==> config.mk <==
export PLATFORM = sky130hd
export DESIGN_NAME = btn_debounce
export DESIGN_NICKNAME = d
export VERILOG_FILES = /design/src/rtl/btn_debounce.sv
export SDC_FILE = /design/constraint.sdc
export NUM_CORES = 1
export LEC_CHECK = 0
export CAP_MARGIN = 20
export CELL_PAD_IN_SITES_DETAIL_PLACEMENT = 1
export CELL_PAD_IN_SITES_GLOBAL_PLACEMENT = 2
export CORE_AREA = 8 8 45 47
export DETAILED_ROUTE_END_ITERATION = 10
export DIE_AREA = 0 0 53 55
export HOLD_SLACK_MARGIN = 0.03
export PLACE_DENSITY_LB_ADDON = 0.1
export SLEW_MARGIN = 25
export SYNTH_ARGS = -nofsm -noshare
export SYNTH_HDL_FRONTEND = slang
export SYNTH_SLANG_ARGS = --single-unit
export TNS_END_PERCENT = 20
==> constraint.sdc <==
create_clock -name clk -period 2.1 [get_ports clk]
set_input_delay 0.21 -clock clk [delete_from_list [all_inputs] [get_ports clk]]
set_output_delay 0.21 -clock clk [all_outputs]
set_load 0.03 [all_outputs]
==> src/rtl/btn_debounce.sv <==
// ---------------------------------------------------------------------------
// btn_debounce
//
// Conditions an asynchronous, bouncy push-button / event line for use in the
// clk domain. The raw input is passed through a two-flop synchronizer, and
// the synchronized sample must hold a new value for STABLE_CYCLES consecutive
// clocks before the debounced level follows it. Each qualified low->high
// change produces a single-cycle rise pulse (intended to drive a counter
// enable so that one press advances the count by exactly one).
//
// Parameters:
//   STABLE_CYCLES  consecutive synchronized samples needed to accept a level
//                  change, legal range 1..65535 (default 4)
//
// Ports:
//   clk     in   rising-edge clock
//   rst     in   asynchronous, active-high reset
//   btn_in  in   raw asynchronous input, may glitch at any time
//   level   out  debounced level, registered
//   rise    out  one-cycle pulse on a qualified low->high transition
//   fall    out  one-cycle pulse on a qualified high->low transition
//                (present only when BTN_DEBOUNCE_FALL_EN is defined)
//
// Build option:
//   BTN_DEBOUNCE_FALL_EN  when defined, adds the fall port and its register.
//                         When undefined, a qualified release only updates
//                         level.
// ---------------------------------------------------------------------------
module btn_debounce #(
  parameter int unsigned STABLE_CYCLES = 4
) (
  input  logic clk,
  input  logic rst,
  input  logic btn_in,
  output logic level,
  output logic rise
`ifdef BTN_DEBOUNCE_FALL_EN
  ,
  output logic fall
`endif
);

  // Wide enough to hold STABLE_CYCLES itself; the count never exceeds
  // STABLE_CYCLES-1 because it is cleared whenever a checking state exits.
  localparam int unsigned CW = $clog2(STABLE_CYCLES + 1);

  // Qualification completes on the sample where cnt+1 == STABLE_CYCLES,
  // which is the same as cnt == STABLE_CYCLES-1.
  localparam logic [CW-1:0] CNT_LAST = CW'(STABLE_CYCLES - 1);
  localparam logic [CW-1:0] CNT_ONE  = CW'(1);
  localparam logic [CW-1:0] CNT_ZERO = '0;

  typedef enum logic [1:0] {
    LOW      = 2'd0,
    CHK_HIGH = 2'd1,
    HIGH     = 2'd2,
    CHK_LOW  = 2'd3
  } state_t;

  logic          s1;
  logic          s2;
  state_t        state;
  state_t        state_nxt;
  logic [CW-1:0] cnt;
  logic [CW-1:0] cnt_nxt;
  logic          level_nxt;
  logic          rise_nxt;
`ifdef BTN_DEBOUNCE_FALL_EN
  logic          fall_nxt;
`endif

  // Two-flop synchronizer. Only s2 is ever looked at by the FSM, so s1 is
  // the only flop that can go metastable.
  always_ff @(posedge clk or posedge rst) begin
    if (rst) begin
      s1 <= 1'b0;
      s2 <= 1'b0;
    end else begin
      s1 <= btn_in;
      s2 <= s1;
    end
  end

  // State and qualification counter registers.
  always_ff @(posedge clk or posedge rst) begin
    if (rst) begin
      state <= LOW;
      cnt   <= CNT_ZERO;
    end else begin
      state <= state_nxt;
      cnt   <= cnt_nxt;
    end
  end

  // Next-state logic. The checking states count how many consecutive
  // samples have agreed with the candidate level; any opposing sample
  // drops straight back to the stable state with the count cleared, so
  // qualification always restarts from zero.
  always_comb begin
    state_nxt = state;
    cnt_nxt   = cnt;
    rise_nxt  = 1'b0;
`ifdef BTN_DEBOUNCE_FALL_EN
    fall_nxt  = 1'b0;
`endif

    unique case (state)
      LOW: begin
        cnt_nxt = CNT_ZERO;
        if (s2) begin
          if (STABLE_CYCLES == 1) begin
            state_nxt = HIGH;
            rise_nxt  = 1'b1;
          end else begin
            state_nxt = CHK_HIGH;
            cnt_nxt   = CNT_ONE;
          end
        end
      end

      CHK_HIGH: begin
        if (!s2) begin
          state_nxt = LOW;
          cnt_nxt   = CNT_ZERO;
        end else if (cnt == CNT_LAST) begin
          state_nxt = HIGH;
          cnt_nxt   = CNT_ZERO;
          rise_nxt  = 1'b1;
        end else begin
          cnt_nxt = cnt + CNT_ONE;
        end
      end

      HIGH: begin
        cnt_nxt = CNT_ZERO;
        if (!s2) begin
          if (STABLE_CYCLES == 1) begin
            state_nxt = LOW;
`ifdef BTN_DEBOUNCE_FALL_EN
            fall_nxt  = 1'b1;
`endif
          end else begin
            state_nxt = CHK_LOW;
            cnt_nxt   = CNT_ONE;
          end
        end
      end

      CHK_LOW: begin
        if (s2) begin
          state_nxt = HIGH;
          cnt_nxt   = CNT_ZERO;
        end else if (cnt == CNT_LAST) begin
          state_nxt = LOW;
          cnt_nxt   = CNT_ZERO;
`ifdef BTN_DEBOUNCE_FALL_EN
          fall_nxt  = 1'b1;
`endif
        end else begin
          cnt_nxt = cnt + CNT_ONE;
        end
      end

      default: begin
        state_nxt = LOW;
        cnt_nxt   = CNT_ZERO;
      end
    endcase

    // While checking a release the accepted level is still high, and while
    // checking a press it is still low.
    level_nxt = (state_nxt == HIGH) || (state_nxt == CHK_LOW);
  end

  // Outputs are registered alongside the state so they change on the same
  // edge as the qualified transition and are glitch-free.
  always_ff @(posedge clk or posedge rst) begin
    if (rst) begin
      level <= 1'b0;
      rise  <= 1'b0;
    end else begin
      level <= level_nxt;
      rise  <= rise_nxt;
    end
  end

`ifdef BTN_DEBOUNCE_FALL_EN
  // Release pulse register, only built when the fall output is wanted.
  always_ff @(posedge clk or posedge rst) begin
    if (rst) begin
      fall <= 1'b0;
    end else begin
      fall <= fall_nxt;
    end
  end
`endif

endmodule

Word level (Yosys, flattened, before mapping) --
Cells that the tools add are included.
Word-level totals: register bits 9, bits in latches 0, RAM bits 0, ROM bits 0, input port bits 3, output and inout port bits 2, logic and storage cells 31, memories 0
Cells by class: add/sub/neg operators 1, $mul 0, div/mod/pow operators 0, $lt $le $gt $ge 0, eq/ne operators 6, shifts and indexed selects 0, mux-type cells 16, bitwise operators 0, reduce and logical (&&, ||, !) cells 2
Operators with widths (number):
- $mux 2 | 6
- $pmux 3 s4 | 1
- $mux 3 | 3
- $eq 2x2->1 const B | 4
- $pmux 2 s4 | 1
- $mux 1 | 5
- $add 3x1->3 const B | 1
- $eq 3x2->1 const B | 1
- $eq 2x1->1 const B | 1
- $logic_not 2->1 | 1
- $logic_or 1x1->1 | 1

Depth between registers and ports, before layout --
Gate-level depths: netlist (run 1).
depth after elaboration 6, mapped depth 3

Worst setup path after synthesis (run 1) --
No wires, ideal clock.
path kind register to register, from reg cnt[0], to reg level, library setup time 128 ps, arrival 999 ps, slack 973 ps, stages on the path, launching flop included 4, clock period less this slack 1127 ps, cells stage by stage dfrtp_1 > ha_1 > nand3b_1 > mux2_1
On the way: word-level cells in the longest chain between the ends 6, elaborated cells between the ends (all ways) 9
RTL lines:
- start: declaration | line 64 | logic [CW-1:0] cnt;
- start signal: assignment | line 91 | cnt <= cnt_nxt;
- $eq 3x2->1 (*) | line 125, 153
- $mux 2 (on tied branches) | line 153, 125
- $mux 2 (on tied branches) | line 150, 122
- $pmux 2 s4 (*) | line 107 | unique case (state)
- $eq 2x2->1 | line 172 | level_nxt = (state_nxt == HIGH) || (state_nxt == CHK_LOW);
- $logic_or 1x1->1 (*) | line 172
- net level_nxt | line 66 | logic level_nxt;
- end signal: assignment | line 182 | level <= level_nxt;
- end: declaration | line 35 | output logic level,
The timed path passes the listed nets; every way through them passes the cells marked *.

Final worst setup path (run 1) --
from reg level, to out level
No word-level cell between the ends.

==> results.md, run 1 <==
- DR iter-0 viols: 0
- Outcome: finished clean
- Fraction of layout instances using a drive strength above 1: 0.1923
- Register bit total from synthesis: 8
- Clock latency on the worst-skew pair: around 0.25 ns
- Worst EP required: 1.89 ns
- Post-Syn Instances: 19
- Post-synth EDFFs: 0
- Commonest cells in the synthesized netlist: dfrtp_1, inv_1
- Die Span Y: 55 um
- Final Wtd Congestion: around 0.62
- DIE AREA: ~2900 um2
- Gr usage total: 0.04840
- Routed len/inst: ~12 um
- Vias in the first global route: approximately 200
- Skew final: 0.0002620 ns
- Final Hold Viols: 0
- Design area: between 300 and 400 um2
- Worst path slowest cell: clkdlybuf4s50_1
- Final period util: 0.7521
- Die width: about 53 um
- Largest net degree at the start of global routing: 9
- Setup CP Type: reg2out
- Crit start category: flip-flop
- Rows: 14
- Average size of a mapped cell: around 16 um2
- CTS max path bufs: 2
- Post-synthesis cell type count: 11
- Fin crit period: between 1.5 and 2 ns
- Pwr per Cell Area: roughly 1200 nW/um2
- Max_cap viols: 0
- Leakage: 0.1708 nW
- Final slew viol count: 0
- Via count: around 180
- Vias/cell: roughly 4.2
- Clock Sinks: 8
- Worst path bufs/invs: 1
- Routed Antenna Nets: 0
- Crit path max fanout: 4
- Number of port buffers: 4
- Syn_nets: 23
- Initial antenna violation count: 0
- Post-layout net count: 32
- Number of setup violations in the final report: 0
- Largest cells by area after synthesis: dfrtp_1, xnor2_2, nor4b_2
- Slew HR: 0.7890
- Post-CTS Resized: 0
- Crit-path leading delay family: buffers and inverters
- Max Clock Freq: between 600 and 700 MHz
- CP max stage delay: around 0.70 ns
- Area leader, netlist: dfrtp_1
- Most numerous cell in the Yosys netlist: dfrtp_1
- Core footprint: between 1000 and 1500 um2
- YS warnings: 0
- Final global-route overflow total: 0
- Synth Cell Area: roughly 300 um2
- Hold Slack: just over 0.2 ns
- Maximum resistive drop on vdd: between 0.2 and 0.3 mV
- Final core utilization: 0.2749
- N_diodes: 0
- Initial Util: 0.2152
- Post-CTS Setup Inserts: 0
- CTS tree: built
- Crit-path cells: clkdlybuf4s50_1
- Io pins: 5
- Ys flop type: dfrtp_1
- TritonRoute pass-1 iters: 1
- Final Routed Wirelength: 519 um
- WP data arrival: between 1 and 1.5 ns
- Register area share after synthesis: 0.6723
- Htree depth: 1
- RSZ-0062 raised after global routing: false
- Area delta synth->final: 27.73%
- Worst-path clk slew: 0.05 ns
- Hold Path Class: in2async
- Hold_buf cts: 0
- Crit path capture type: output port
- CTS Buf Count: 3
- First-pass GRT wire length: between 800 and 900 um
- Placed inst area: ~360 um2
- Async SR Flop Fraction: 1.000
- Synth top area share: 0.6723
- Worst Tran Pin Value: 0.3156 ns
- DRC Markers: 0
- Setup TNS: 0 ns
- CTS root buffer: clkbuf_4
layer usage:
layer  global-route usage  vias to the layer above  share of wire  routed length, um
li1                     -                       80              -                  -
met5                    0                        -              0                  0
met1              0.04644                       89           0.39                205
met3              0.02941                        2          0.073                 38
met2              0.06250                        5           0.50                258
met4              0.06466                        0          0.031                 16
layout make-up:
type	count	area [um2]
clock buffer	3	22.52
fill	154	1003
inverter	2	7.507
multi-input combinational	9	90.09
sequential	8	200.2
tap	16	20.02
timing repair buffer	4	40.04
path summary, 6_finish.rpt:
check | startpoint | to | slack, ns | cells past startpoint
min reg2reg | s1 | s2 | 0.36 | 0
max reg2reg | cnt[0] | level | 0.88 | 3
min | rst | s2 | 0.20 | 2
min in group clk | s1 | s2 | 0.36 | 0
max in group asynchronous | rst | rise | 1.67 | 2
max | level | level | 0.52 | 1
logic make-up after synthesis:
| logic type | after synthesis | share of synthesized area |
|---|---|---|
| AND/OR/NAND/NOR | 4 | 0.1303 |
| multiplexers | 1 | 0.03781 |
| XOR/XNOR | 1 | 0.05464 |
| buffers and inverters | 2 | 0.02522 |
| flip-flops | 8 | 0.6723 |
| AO/OA/AOI/OAI | 2 | 0.03781 |
| adder cells (fa/ha/maj) | 1 | 0.04201 |
flip-flops by register name, indices dropped and copies added (netlist names):
register and flops:
s1 1, state 1, cnt 3, rise 1, level 1, s2 1
per-stage QoR:
stage	total power (W)	cells	setup slack, ns
after floorplan	0.0003050	19	0.9734
after global placement	0.0003442	39	0.7933
after detailed placement	0.0003507	39	0.7813
after CTS	0.0004739	42	0.4897
after global routing	0.0004982	42	0.4505
final	0.0004611	42	0.5206
cells in the final DEF, fill, tap and decap left out:
cell type and n:
a21oi_1 1, a31oi_1 1, and3b_1 1, clkbuf_4 3
clkdlybuf4s50_1 4, dfrtp_1 8, ha_1 1, inv_1 2
mux2_1 1, nand3b_1 1, nor3b_1 1, nor4b_2 1
xnor2_2 1
report_power, final:
part / total (W) / internal, W / switching (W)
clock network: 0.000117 / 0.0000653 / 0.0000514
registers: 0.000228 / 0.000194 / 0.0000337
logic: 0.000117 / 0.0000592 / 0.0000573
No activity file was read; power rests on OpenSTA's default activity.
==> inputs of run 2 (changes only) <==
- clock period: 2.1 -> 1.4 ns (I/O delays scaled with it)
==> results.md, run 2 (synthesis gave the netlist of run 1 again) <==
- Hold_buf cts: 0 (unchanged)
- Setup TNS: 0 ns (unchanged)
- Clock Sinks: 8 (unchanged)
- Final global-route overflow total: 0 (unchanged)
- Die Span Y: 55 um (unchanged)
- Crit path capture type: output port
- Vias in the first global route: 195 (unchanged)
- Core footprint: 1384 um2 (unchanged)
- Initial Util: 0.2152 (unchanged)
- Post-route setup slack: 0.1718 ns (-0.3488 ns)
- Logic gate share of total power: 0.242 (-0.011)
- Most common cell after layout, fill and taps aside: dfrtp_1
- Fin crit period: 1.228 ns
- Post-CTS Setup Inserts: 0 (unchanged)
- Max_cap viols: 0 (unchanged)
- Setup CP Type: reg2out
- Max Clock Freq: between 800 and 900 MHz
- Post-layout net count: 32 (unchanged)
- Rows: 14 (unchanged)
- Htree depth: 1 (unchanged)
- Fraction of layout instances using a drive strength above 1: 0.1923 (unchanged)
- WP data arrival: 1.09 ns (-0.28 ns)
- Crit start category: flip-flop
- Final core utilization: 0.2731 (-0.001808)
- Number of setup violations in the final report: 0 (unchanged)
- Reg2reg end: level
- Outcome: finished clean
- Sw frac: 0.3130 (+0.003918)
- DIE AREA: 2915 um2 (unchanged)
- Worst path slowest cell: dlygate4sd2_1
- CTS root buffer: clkbuf_4
- First-pass GRT wire length: 890 um (unchanged)
- Final Routed Wirelength: 519 um (unchanged)
- Largest register FFs: 3 (unchanged)
- DR iter-0 viols: 0 (unchanged)
- TritonRoute pass-1 iters: 1 (unchanged)
- Vias/cell: 4.190 (unchanged)
- Area delta synth->final: 26.89%
- Final Wtd Congestion: 0.6193 (unchanged)
- Io pins: 5 (unchanged)
- CTS tree: built
- Die width: 53 um (unchanged)
- CTS Buf Count: 3 (unchanged)
- Final Hold Viols: 0 (unchanged)
- Number of port buffers: 4 (unchanged)
- Reg2Reg Depth: 3 (unchanged)
- Most frequent cells in the layout: dfrtp_1, clkbuf_4, inv_1, clkdlybuf4s50_1, dlygate4sd2_1
- Crit-path leading delay family: buffers and inverters
- Int Pwr: 0.0004678 W (+47%)
- Final period util: 0.8773
- DRC Markers: 0 (unchanged)
- Via count: 176 (unchanged)
- Maximum resistive drop on vdd: 0.4170 mV (+49%)
- Clock share of power: 0.257 (+0.004)
- Crit-path cells: dlygate4sd2_1
- Worst Tran Pin Value: 0.3110 ns (-0.004601 ns)
- Most flops, register: cnt
- RSZ-0062 raised after global routing: false
- Final slew viol count: 0 (unchanged)
- Reg power frac: 0.501 (+0.007)
- Skew final: 0.0002620 ns (unchanged)
- Initial antenna violation count: 0 (unchanged)
- Crit path max fanout: 4 (unchanged)
- Leakage: 0.1783 nW (+4.4%)
- CP max stage delay: 0.42 ns (-0.28 ns)
- Largest net degree at the start of global routing: 9 (unchanged)
- N_diodes: 0 (unchanged)
- Hold Path Class: in2async
- CTS max path bufs: 2 (unchanged)
- Worst path bufs/invs: 1 (unchanged)
- Worst-path clk slew: 0.05 ns (about the same)
- Routed len/inst: 12.36 um (unchanged)
- Worst EP required: 1.26 ns (-0.63 ns)
- Net Sw Power: 0.0002131 W (+50%)
- Critical R2R Launch: cnt[0]
- Slew HR: 0.7935 (+0.004550)
- Pwr per Cell Area: 1802 nW/um2 (+49%)
- Reg2Reg Setup Slack: 0.18 ns (-0.70 ns)
- Routed Antenna Nets: 0 (unchanged)
- Dpl ws: 0.1513 ns (-0.6300 ns)
- Clock latency on the worst-skew pair: 0.25 ns (about the same)
- Gr usage total: 0.04840 (unchanged)
run 2: changes by cell type in the layout (fill, tap and decap cells not counted):
cell             delta
dlygate4sd2_1       +2
clkdlybuf4s50_1     -2
run 2: repair_timing:
item                                    4_1_cts  5_1_grt
endpoints found under the setup margin        2        0
resized for setup                             2        0
hold endpoints to repair                      0        0
run 2: stage by stage:
step / total power [W] / hold WS, ns / area [um2] / std cells
2_1_floorplan: 0.0004575 / -0.04434 / 297.8 / 19
4_1_cts: 0.0007001 / 0.1415 / 377.9 / 42
5_1_grt: 0.0007368 / 0.1416 / 377.9 / 42
6_report: 0.0006809 / 0.1313 / 377.9 / 42
3_3_place_gp: 0.0005163 / 0.3449 / 357.8 / 39
3_5_place_dp: 0.0005260 / 0.3373 / 357.8 / 39
run 2: final cells by class:
class	count	area [um2]
fill	153	1006
sequential	8	200.2
tap	16	20.02
inverter	2	7.507
clock buffer	3	22.52
timing repair buffer	4	37.54
multi-input combinational	9	90.09
run 2: routing by layer:
layer  vias to the layer above  share of wire  global-route usage  wire, um
li1                         80              -                   -         -
met1                        89           0.40             0.04644       206
met2                         5           0.50             0.06250       258
met3                         2          0.071             0.02941        37
met4                         0          0.031             0.06466        16
met5                         -              0                   0         0
run 2: worst register-to-register path, cell delays in order, from the launching register on:
cell and delay [ns]:
dfrtp_1 0.38, ha_1 0.25, nand3b_1 0.14, mux2_1 0.33
run 2: worst max-delay path by stage:
stage / from / endpoint / slack (ns) / depth (start not counted)
after global placement: level / level / 0.16 / 1
final: level / level / 0.17 / 1
after global routing: level / level / 0.10 / 1
after detailed placement: level / level / 0.15 / 1
after floorplan: cnt[0] / level / 0.27 / 3
after CTS: level / level / 0.14 / 1
run 2: power by group through the flow:
stage	combinational (W)	clock, W	sequential (W)
final	0.000165	0.000175	0.000341
after global routing	0.000187	0.000199	0.000351
after CTS	0.000170	0.000187	0.000342
after detailed placement	0.000179	0	0.000347
after global placement	0.000174	0	0.000342
after floorplan	0.0000944	0	0.000363
==> inputs of run 3 (changes only) <==
- RECOVER_POWER: unset -> 100
==> results.md, run 3 (synthesis gave the netlist of run 1 again) <==
- DR iter-0 viols: 0 (unchanged)
- Most frequent cells in the layout: dfrtp_1, clkbuf_4, inv_1, dlygate4sd3_1, dlygate4sd2_1
- Routed Antenna Nets: 0 (unchanged)
- First-pass GRT wire length: 890 um (unchanged)
- Routed len/inst: 12.31 um (-0.39%)
- Pwr per Cell Area: 1821 nW/um2 (+1.1%)
- Final global-route overflow total: 0 (unchanged)
- Maximum resistive drop on vdd: 0.4223 mV (+1.3%)
- Non-Filler Instances: 42 (unchanged)
- Most common cell after layout, fill and taps aside: dfrtp_1
- Setup TNS: 0 ns (unchanged)
- Largest net degree at the start of global routing: 9 (unchanged)
- Leakage: 0.1725 nW (-3.3%)
- Core footprint: 1384 um2 (unchanged)
- Outcome: finished clean
- Initial antenna violation count: 0 (unchanged)
- Final Wtd Congestion: 0.6193 (unchanged)
- Reg2Reg Setup Slack: 0.20 ns (+0.02 ns)
- Area delta synth->final: 22.27%
- Reg2reg end: level
- Placed Cells: 39 (unchanged)
- Final period util: 0.8604 (-0.01689)
- CTS root buffer: clkbuf_4
- TritonRoute pass-1 iters: 1 (unchanged)
- Worst EP required: 1.26 ns (about the same)
- Skew final: 0.0002887 ns (+0.00002670 ns)
- Htree depth: 1 (unchanged)
- Post-layout net count: 32 (unchanged)
- Number of port buffers: 4 (unchanged)
- Largest register FFs: 3 (unchanged)
- Final slew viol count: 0 (unchanged)
- Vias in the first global route: 195 (unchanged)
- Reg2Reg Depth: 3 (unchanged)
- Io pins: 5 (unchanged)
- Fin crit period: 1.205 ns (-0.02365 ns)
- CP Capture Point: level
- Clock Sinks: 8 (unchanged)
- Vias/cell: 4.214 (+0.57%)
- Rows: 14 (unchanged)
- Hold_buf cts: 0 (unchanged)
- Crit-path leading delay family: buffers and inverters
- Critical R2R Launch: cnt[0]
- CTS tree: built
- Die width: 53 um (unchanged)
- Fraction of layout instances using a drive strength above 1: 0.1154 (-0.07692)
- Die Span Y: 55 um (unchanged)
- Max Clock Freq: 830.2 MHz (+2.0%)
- Crit path capture type: output port
- Final Hold Viols: 0 (unchanged)
- CTS Buf Count: 3 (unchanged)
- Clock latency on the worst-skew pair: 0.25 ns (about the same)
- DIE AREA: 2915 um2 (unchanged)
- CTS max path bufs: 2 (unchanged)
- Gr usage total: 0.04840 (unchanged)
- Most flops, register: cnt
- Slew HR: 0.7543 (-0.03924)
- CP Depth: 1 (unchanged)
- Max_cap viols: 0 (unchanged)
- DRC Markers: 0 (unchanged)
- Worst path bufs/invs: 1 (unchanged)
- Initial Util: 0.2152 (unchanged)
- Worst path slowest cell: dlygate4sd2_1
- Worst setup path startpoint: level
- Crit-path cells: dlygate4sd2_1
- Via count: 177 (+0.57%)
- Worst-path clk slew: 0.05 ns (about the same)
- CP max stage delay: 0.42 ns (about the same)
- Setup CP Type: reg2out
- Crit start category: flip-flop
- Tot Pwr: 0.0006631 W (-2.6%)
- Final Routed Wirelength: 517 um (-0.39%)
- Final core utilization: 0.2631 (-0.009946)
- Hold Path Class: in2async
- Crit path max fanout: 4 (unchanged)
- N_diodes: 0 (unchanged)
- Worst Tran Pin Value: 0.3660 ns (+0.05500 ns)
- RSZ-0062 raised after global routing: false
- WP data arrival: 1.06 ns (-0.03 ns)
- Number of setup violations in the final report: 0 (unchanged)
run 3: routing by layer:
| metal | GRT usage | vias up | wire [um] |
|---|---|---|---|
| li1 | - | 79 | - |
| met1 | 0.04644 | 91 | 205 |
| met2 | 0.06250 | 5 | 257 |
| met3 | 0.02941 | 2 | 37 |
| met4 | 0.06466 | 0 | 16 |
| met5 | 0 | - | 0 |
run 3: layout make-up:
| cell class | count | area, um2 |
|---|---|---|
| timing repair buffer | 4 | 37.54 |
| sequential | 8 | 200.2 |
| fill | 155 | 1020 |
| tap | 16 | 20.02 |
| inverter | 2 | 7.507 |
| clock buffer | 3 | 22.52 |
| multi-input combinational | 9 | 76.32 |
run 3: per-stage QoR:
step	hold slack [ns]	worst slack (ns)	area, um2
final	0.2685	0.1954	364.1
after global routing	0.2769	0.1330	364.1
after global placement	0.3449	0.1633	357.8
after detailed placement	0.3373	0.1513	357.8
after CTS	0.1415	0.1425	377.9
after floorplan	-0.04434	0.2734	297.8
run 3: how the worst min path moves through the flow:
stage | depth (start not counted) | end | slack, ns
6_report | 2 | s2 | 0.27
5_1_grt | 2 | state[0] | 0.28
4_1_cts | 2 | rise | 0.14
3_5_place_dp | 0 | s2 | 0.34
3_3_place_gp | 0 | s2 | 0.34
2_1_floorplan | 1 | cnt[0] | -0.04
run 3: power breakdown:
group	total (W)	internal (W)	switching [W]	leakage [nW]
clock	0.000175	0.0000980	0.0000772	0.0138
sequential	0.000337	0.000291	0.0000463	0.101
combinational	0.000151	0.0000671	0.0000834	0.0575
run 3: repair_timing:
action | CTS | global route
setup endpoints to repair | 2 | 0
setup buffers | 0 | 0
gates resized for setup | 2 | 0
